[config.mk]
export PLATFORM = sky130hd
export DESIGN_NAME = bcd_addsub_serial
export DESIGN_NICKNAME = d
export VERILOG_FILES = /design/src/rtl/bcd_addsub_serial.sv
export SDC_FILE = /design/constraint.sdc
export NUM_CORES = 1
export LEC_CHECK = 0
export BUFFER_PORTS_ARGS = -buffer_cell sky130_fd_sc_hd__buf_2
export CAP_MARGIN = 20
export CORE_MARGIN = 10
export CORE_UTILIZATION = 55
export CTS_CLUSTER_DIAMETER = 30
export DETAILED_ROUTE_END_ITERATION = 6
export PLACE_DENSITY = 0.79
export SYNTH_ARGS = -nofsm -noshare
export SYNTH_HDL_FRONTEND = slang
export SYNTH_SLANG_ARGS = --single-unit
[constraint.sdc]
create_clock -name clk -period 2.9 [get_ports clk]
set_input_delay 0.145 -clock clk [delete_from_list [all_inputs] [get_ports clk]]
set_output_delay 0.145 -clock clk [all_outputs]
set_load 0.03 [all_outputs]
[src/rtl/bcd_addsub_serial.sv]
// rtl/bcd_addsub_serial.sv - digit-serial BCD adder/subtractor, one digit per clock, LSD first
//
// Ports:
//   clk, rst        rising-edge clock, asynchronous active-high reset
//   start           request, sampled only in IDLE; latches a, b, sub, cin
//   sub             0 = add, 1 = subtract (nines' complement of b, use cin=1 for A-B)
//   a, b            packed BCD operands, digit 0 in [3:0]
//   cin             carry into digit 0
//   busy            high while digits are being processed
//   done            one-cycle pulse when sum/cout/invalid update
//   sum, cout       packed BCD result and decimal carry out; held between completions
//   invalid         some operand digit was >9 (only when BCD_SERIAL_CHECK_EN is defined)
//
// Optional feature macro: BCD_SERIAL_CHECK_EN (digit range check; otherwise invalid = 0)

module bcd_addsub_serial #(
    parameter int DIGITS = 4
) (
    input  logic                clk,
    input  logic                rst,
    input  logic                start,
    input  logic                sub,
    input  logic [4*DIGITS-1:0] a,
    input  logic [4*DIGITS-1:0] b,
    input  logic                cin,
    output logic                busy,
    output logic                done,
    output logic [4*DIGITS-1:0] sum,
    output logic                cout,
    output logic                invalid
);

    localparam int W  = 4 * DIGITS;
    localparam int IW = (DIGITS > 1) ? $clog2(DIGITS) : 1;
    localparam logic [IW-1:0] LAST = IW'(DIGITS - 1);

    typedef enum logic {IDLE, RUN} state_t;

    state_t          state_q, state_d;
    logic [IW-1:0]   idx_q, idx_d;
    logic [W-1:0]    a_q, a_d;
    logic [W-1:0]    b_q, b_d;
    logic [W-1:0]    res_q, res_d;
    logic [W-1:0]    sum_q, sum_d;
    logic            sub_q, sub_d;
    logic            carry_q, carry_d;
    logic            cout_q, cout_d;
    logic            done_q, done_d;

    // Digit slice: the current digit is always at the bottom of the operand shifters.
    logic [3:0]      a_i, b_i, b_eff, digit;
    logic [4:0]      raw, adj;
    logic            carry_next;
    logic [W-1:0]    a_shift, b_shift, res_shift;

    always_comb begin
        a_i   = a_q[3:0];
        b_i   = b_q[3:0];
        b_eff = sub_q ? (4'd9 - b_i) : b_i;
        raw   = {1'b0, a_i} + {1'b0, b_eff} + {4'd0, carry_q};
        adj   = raw + 5'd6;
        if (raw > 5'd9) begin
            digit      = adj[3:0];
            carry_next = 1'b1;
        end else begin
            digit      = raw[3:0];
            carry_next = 1'b0;
        end
        // Operands shift right by a digit; the result enters at the top so that
        // after DIGITS steps digit 0 has reached [3:0].
        a_shift   = '0;
        b_shift   = '0;
        res_shift = '0;
        for (int i = 0; i < DIGITS - 1; i++) begin
            a_shift[4*i +: 4]   = a_q[4*(i+1) +: 4];
            b_shift[4*i +: 4]   = b_q[4*(i+1) +: 4];
            res_shift[4*i +: 4] = res_q[4*(i+1) +: 4];
        end
        res_shift[W-1 -: 4] = digit;
    end

`ifdef BCD_SERIAL_CHECK_EN
    logic flag_q, flag_d;
    logic invalid_q, invalid_d;
    logic digit_bad;

    always_comb begin
        digit_bad = (a_i > 4'd9) || (b_i > 4'd9);
    end
`endif

    always_comb begin
        state_d = state_q;
        idx_d   = idx_q;
        a_d     = a_q;
        b_d     = b_q;
        res_d   = res_q;
        sum_d   = sum_q;
        sub_d   = sub_q;
        carry_d = carry_q;
        cout_d  = cout_q;
        done_d  = 1'b0;
`ifdef BCD_SERIAL_CHECK_EN
        flag_d    = flag_q;
        invalid_d = invalid_q;
`endif
        case (state_q)
            IDLE: begin
                if (start) begin
                    a_d     = a;
                    b_d     = b;
                    sub_d   = sub;
                    carry_d = cin;
                    idx_d   = '0;
                    state_d = RUN;
`ifdef BCD_SERIAL_CHECK_EN
                    flag_d  = 1'b0;
`endif
                end
            end
            RUN: begin
                a_d     = a_shift;
                b_d     = b_shift;
                res_d   = res_shift;
                carry_d = carry_next;
                idx_d   = idx_q + 1'b1;
`ifdef BCD_SERIAL_CHECK_EN
                flag_d  = flag_q | digit_bad;
`endif
                if (idx_q == LAST) begin
                    sum_d   = res_shift;
                    cout_d  = carry_next;
                    done_d  = 1'b1;
                    idx_d   = '0;
                    state_d = IDLE;
`ifdef BCD_SERIAL_CHECK_EN
                    invalid_d = flag_q | digit_bad;
`endif
                end
            end
            default: state_d = IDLE;
        endcase
    end

    always_ff @(posedge clk or posedge rst) begin
        if (rst) begin
            state_q <= IDLE;
            idx_q   <= '0;
            a_q     <= '0;
            b_q     <= '0;
            res_q   <= '0;
            sum_q   <= '0;
            sub_q   <= 1'b0;
            carry_q <= 1'b0;
            cout_q  <= 1'b0;
            done_q  <= 1'b0;
        end else begin
            state_q <= state_d;
            idx_q   <= idx_d;
            a_q     <= a_d;
            b_q     <= b_d;
            res_q   <= res_d;
            sum_q   <= sum_d;
            sub_q   <= sub_d;
            carry_q <= carry_d;
            cout_q  <= cout_d;
            done_q  <= done_d;
        end
    end

`ifdef BCD_SERIAL_CHECK_EN
    always_ff @(posedge clk or posedge rst) begin
        if (rst) begin
            flag_q    <= 1'b0;
            invalid_q <= 1'b0;
        end else begin
            flag_q    <= flag_d;
            invalid_q <= invalid_d;
        end
    end

    assign invalid = invalid_q;
`else
    assign invalid = 1'b0;
`endif

    assign busy = (state_q == RUN);
    assign done = done_q;
    assign sum  = sum_q;
    assign cout = cout_q;

endmodule

# Yosys cells after proc, flatten, opt, wreduce, memory -nomap -nowiden

Index checks and enable logic that the tools add are counted.

Register bits after elaboration: 71
Input port bits: 37
Output and inout port bits: 20

Eq/ne operators: 2
Multiplexer cells: 17
Bitwise gates (word level): 1
Reduce and logical (&&, ||, !) cells: 2
$lt $le $gt $ge: 1
Add/sub/neg operators: 5

Operators with widths:

| operator                                                      | number |
|---|---|
| one-hot mux 16 bit (2 select lines)                           | 2 |
| two-way mux 16 bit                                            | 2 |
| two-way mux 4 bit                                             | 2 |
| two-way mux 1 bit                                             | 6 |
| adder 4 x 4 -> 5 bit                                          | 1 |
| adder 5 x 1 -> 5 bit                                          | 1 |
| greater-than comparator 5 x 4 -> 1 bit, second input constant | 1 |
| adder 4 x 3 -> 4 bit, second input constant                   | 1 |
| two-way mux 2 bit                                             | 2 |
| one-hot mux 1 bit (2 select lines)                            | 2 |
| one-hot mux 2 bit (2 select lines)                            | 1 |
| AND reduction 2 bit                                           | 2 |
| subtractor 4 bit, first input constant                        | 1 |
| adder 2 x 1 -> 2 bit, second input constant                   | 1 |
| == test 2 bit, second input constant                          | 1 |
| != test 2 bit, second input constant                          | 1 |
| NOT 1 bit                                                     | 1 |

# Logic depth before layout (Yosys ltp)

Depth after elaboration: 7
Gate-level depth with buffers: 12

# Worst setup path after synthesis

Ideal clock, no wire load.

Path kind: register to register
From: reg sub_q
To: reg res_q[14]
Arrival: 2,466 ps
Stages on the path, launching flop included: 11
Slack: 350 ps
Data required time: 2,816 ps
Library setup time: 84 ps
Cells stage by stage: dfrtp_1 > xnor2_1 > fa_1 > inv_1 > fa_1 > xnor2_2 > ha_1 > nand2_1 > nand4_2 > a221o_1 > a41oi_2

Word-level cells in the longest chain between the ends: 5
Elaborated cells on any way between the ends: 6
Classes of those cells: add/sub: 3; order compare: 1; mux: 2

RTL lines:

| element                                                                               | RTL line | text |
|---|---|---|
| start, declared                                                                       | 45       | `logic sub_q, sub_d;` |
| start signal, assigned                                                                | 164      | `sub_q <= sub_d;` |
| two-way mux 4 bit *                                                                   | 59       | `b_eff = sub_q ? (4'd9 - b_i) : b_i;` |
| adder 4 x 4 -> 5 bit *                                                                | 60       | `raw = {1'b0, a_i} + {1'b0, b_eff} + {4'd0, carry_q};` |
| adder 5 x 1 -> 5 bit *                                                                | 60       |  |
| adder 4 x 3 -> 4 bit / greater-than comparator 5 x 4 -> 1 bit (equally long branches) | 61, 62   |  |
| two-way mux 4 bit *                                                                   | 62       | `if (raw > 5'd9) begin` |
| end signal, assigned                                                                  | 162      | `res_q <= res_d;` |
| end, declared                                                                         | 43       | `logic [W-1:0] res_q, res_d;` |

Every way passes the cells marked *; elsewhere a longest branch is shown, timed or not.
A chain may end at the register's enable or synchronous reset.

# Final worst setup path

From: reg sub_q
To: reg sum_q[14], in the netlist sum[14]

Word-level cells in the longest chain between the ends: 5
Elaborated cells on any way between the ends: 6
Classes of those cells: add/sub: 3; order compare: 1; mux: 2

RTL lines:

| element                                                                               | RTL line | text |
|---|---|---|
| two-way mux 4 bit *                                                                   | 59       |  |
| adder 4 x 4 -> 5 bit *                                                                | 60       |  |
| adder 5 x 1 -> 5 bit *                                                                | 60       |  |
| adder 4 x 3 -> 4 bit / greater-than comparator 5 x 4 -> 1 bit (equally long branches) | 61, 62   |  |
| two-way mux 4 bit *                                                                   | 62       |  |
| end signal, assigned                                                                  | 163      | `sum_q <= sum_d;` |
| end, declared                                                                         | 44       | `logic [W-1:0] sum_q, sum_d;` |

Marked as above.

==> results.tsv <==
stage	metric	value	unit
power	Leak	1.85	nW
logic_synthesis	Mapped Nets	344	
logic_synthesis	largest family of logic cells by synthesized area	multiplexers	
sta	crit share post-route	95.0	%
logic_synthesis	Yosys warning total	0	
route	drt via density	5.32	
power	Pwr Total	4.77	mW
logic_synthesis	Yosys top cell area share	53.3	%
global_route	vias in the first global route	2359	
worst_setup_path	Arrival @ worst endpoint	3.01	ns
worst_setup_path	CP Capture Point	sum[14]	
worst_setup_path	worst-path maximum fanout	5	
min_path	HP Class	in2reg	
floorplanning	IO Count	57	
logic_synthesis	Post-Synth Adder-Cell Area	3.66	%
worst_setup_path	RR Endpoint	sum[14]	
sta	TNS Setup	0	ns
final_layout	fraction of layout cells with a size suffix above 1	28.1	%
clock_tree	CTS sink cnt	67	
worst_setup_path	Worst R2R Setup Slack	0.14	ns
logic_synthesis	Post-Syn Area	0.00315	mm²
sta	Max-slew headroom	51.3	%
clock_tree	Root Driver	clkbuf_8	
logic_synthesis	Synth area leaders	dfrtp_1 53%, mux2i_1 10%, nand2_1 8.0%	
power	Switching Fraction	43.7	%
final_layout	Area Overhead vs Synth	17.3	%
logic_synthesis	Post-synth EDFFs	0	
route	DRT iter0 DRCs	162	
route	DRC Markers	0	
place	GPL Wtd Cong	0.881	
clock_tree	htree depth	3	
floorplanning	Core ar.	0.00554	mm²
clock_tree	CTS tree	built	
final_layout	Layout Cells excl Fill	431	
route	WL/cell	15.3	µm
outcome	outcome	finished clean	
floorplanning	initial core utilization	56.8	%
global_route	grt total ovfl	0	
power	Cell Int Power	2.69	mW
logic_synthesis	Post-Synth Simple-Gate Area	12.3	%
route	wirelength, routed	6.59	mm
final_layout	n_diodes	0	
logic_synthesis	register area share after synthesis	53.3	%
power	switching pwr	2.08	mW
worst_setup_path	Worst R2R Path Depth	10	
place	Detailed Place HPWL	4.72	mm
sta	post-layout worst setup margin	0.145	ns
worst_setup_path	worst reg2reg startpoint	sub_q	
clock_tree	TritonCTS Buffers	9	
global_route	largest net degree at the start of global routing	83	
sta	f_max	363	MHz
power	PD cells	1290	mW/mm²
sta	Setup violations, final	0	
floorplanning	height of the die	95.6	µm
power	sequential share of power	33.0	%
power	Comb power frac	51.2	%
clock_tree	Max clock buf depth	2	
min_path	Hold Path Depth	3	
power	Clock Power Share	15.8	%
worst_setup_path	CP required	3.15	ns
sta	min cycle time layout	2.76	ns
place	Post-Place Worst Slack	0.0783	ns
floorplanning	num rows	27	
final_layout	Design Area, Final	0.00369	mm²
floorplanning	Die X	95.6	µm
sta	RSZ-0062 raised after global routing	no	
floorplanning	die area	0.00914	mm²
global_route	GRT Total Usage	15.4	%
logic_synthesis	Top FF cell, synth	dfrtp_1	
worst_setup_path	crit path kind	reg2reg	
run	maxcap violations	0	
worst_setup_path	Setup crit start	sub_q	
logic_synthesis	Yosys cell types	44	
route	DR vias	2291	
worst_setup_path	CP Capture Type	flip-flop	
logic_synthesis	synthesized area per cell	10.5	µm²
place	placed insts	414	
sta	worst hold slack	0.0418	ns
power	worst-case vdd ir drop	0.640	mV
place	placed cell area	0.00347	mm²
clock_tree	Reg clk slew, reported paths	0.07	ns
final_layout	Layout Utilization	66.6	%
clock_tree	worst-skew pair later-pin latency	0.34	ns
global_route	first-pass GRT wire length	11.0	mm
logic_synthesis	Compound-Gate Fraction of Synth Area	12.0	%
logic_synthesis	Post-synth ARST share	100	%
place	PortBufs	55	
route	1st-pass router iterations	6	
global_route	initial antenna violation count	0	
logic_synthesis	register bit total from synthesis	67	
route	antenna-violating nets left	0	
logic_synthesis	Synth area leader	dfrtp_1	
sta	Clock Skew	0.0113	ns
logic_synthesis	multiplexer share of the synthesized area	13.4	%
logic_synthesis	Post-Synth XOR/XNOR Area	1.07	%
worst_setup_path	startpoint types	flip-flop	
final_layout	Final nets	399	
sta	Final Max Tran Viols	0	
logic_synthesis	Mapped Cells	299	
sta	Hold Vio Cnt, Final	0	
sta	Worst-Margin Slew	0.731	ns
[cell usage after synthesis, drive strengths merged, types with 2 or more instances]
master	count
ha	6
mux2i	32
a41oi	3
dfrtp	67
a31oi	2
nor2	17
buf	11
a21o	2
mux2	9
fa	2
nand4	3
nand2	67
xnor2	3
o211ai	2
o21ai	31
inv	12
clkbuf	7
a21oi	6
[worst max-delay path: stages, from the launching register on]
cell and delay [ns]:
dfrtp_1 0.43, xnor2_2 0.17, fa_2 0.24, inv_1 0.06
fa_1 0.44, xnor2_2 0.21, ha_1 0.26, nand2_2 0.12
nand4_2 0.16, a221o_1 0.40, a41oi_2 0.18
[power by group through the flow]
stage | clock [mW] | sequential, mW | combinational (mW)
floorplan | 0 | 1.77 | 1.67
global placement | 0 | 1.56 | 2.31
detailed placement | 0 | 1.59 | 2.41
CTS | 0.767 | 1.57 | 2.42
global route | 0.807 | 1.63 | 2.73
finish | 0.754 | 1.57 | 2.44
[cells in the final DEF (no fill, tap or decap), drive strengths merged, types with 9 or more instances in the layout]
| master | instances |
|---|---|
| buf | 61 |
| clkbuf | 13 |
| dfrtp | 67 |
| inv | 12 |
| mux2 | 9 |
| mux2i | 32 |
| nand2 | 67 |
| nor2 | 17 |
| o21ai | 31 |
[state kept, by name, summed over array words and instances, names as in the netlist]
name and flops:
done 1, idx_q 2, sum 16, res_q 12, carry_q 1, sub_q 1, a_q 16, b_q 16
cout 1, busy 1
[cells by family (layout without fill, tap and decap cells)]
family                     Yosys count  after routing
adders and majority gates            8              8
DFF                                 67             67
muxes                               41             41
other                                1              1
and+or+nand+nor                     93             93
xor gates and xnor gates             3              3
AOI/OAI and AO/OA                   56             56
buffers and inverters               30             90
[per-layer routing]
| layer | GRT usage [%] | routed length [µm] | up-vias |
|---|---|---|---|
| met3 | 6.44 | 541 | 9 |
| met2 | 24.2 | 3170 | 61 |
| li1 | - | - | 1133 |
| met4 | 7.37 | 107 | 0 |
| met5 | 0 | 0 | - |
| met1 | 17.8 | 2770 | 1088 |
[cell type report]
class | count | area, µm²
repair buffers | 62 | 330
inverters | 12 | 45.0
clock inverters | 3 | 20.0
multi-input cells | 202 | 1350
clock buffers | 13 | 179
flip-flops and latches | 67 | 1680
well taps | 72 | 90.1
fillers | 455 | 1850
[worst min-delay path by stage]
stage / start / to / slack, ns
floorplan: sub / sub_q / 0.30
global placement: rst / b_q[12] / 0.24
detailed placement: rst / b_q[12] / 0.25
CTS: a[12] / a_q[12] / 0.04
global route: a[15] / a_q[15] / 0.05
finish: a[14] / a_q[14] / 0.04
[repair_timing]
action / CTS / global route
setup endpoints to repair: 0 / 2
endpoints found under the hold margin: 27 / 0
gates resized for setup: 0 / 3
buffers inserted: 0 / 0
hold buffers: 1 / 0
Power figures use the tool's default switching activity.
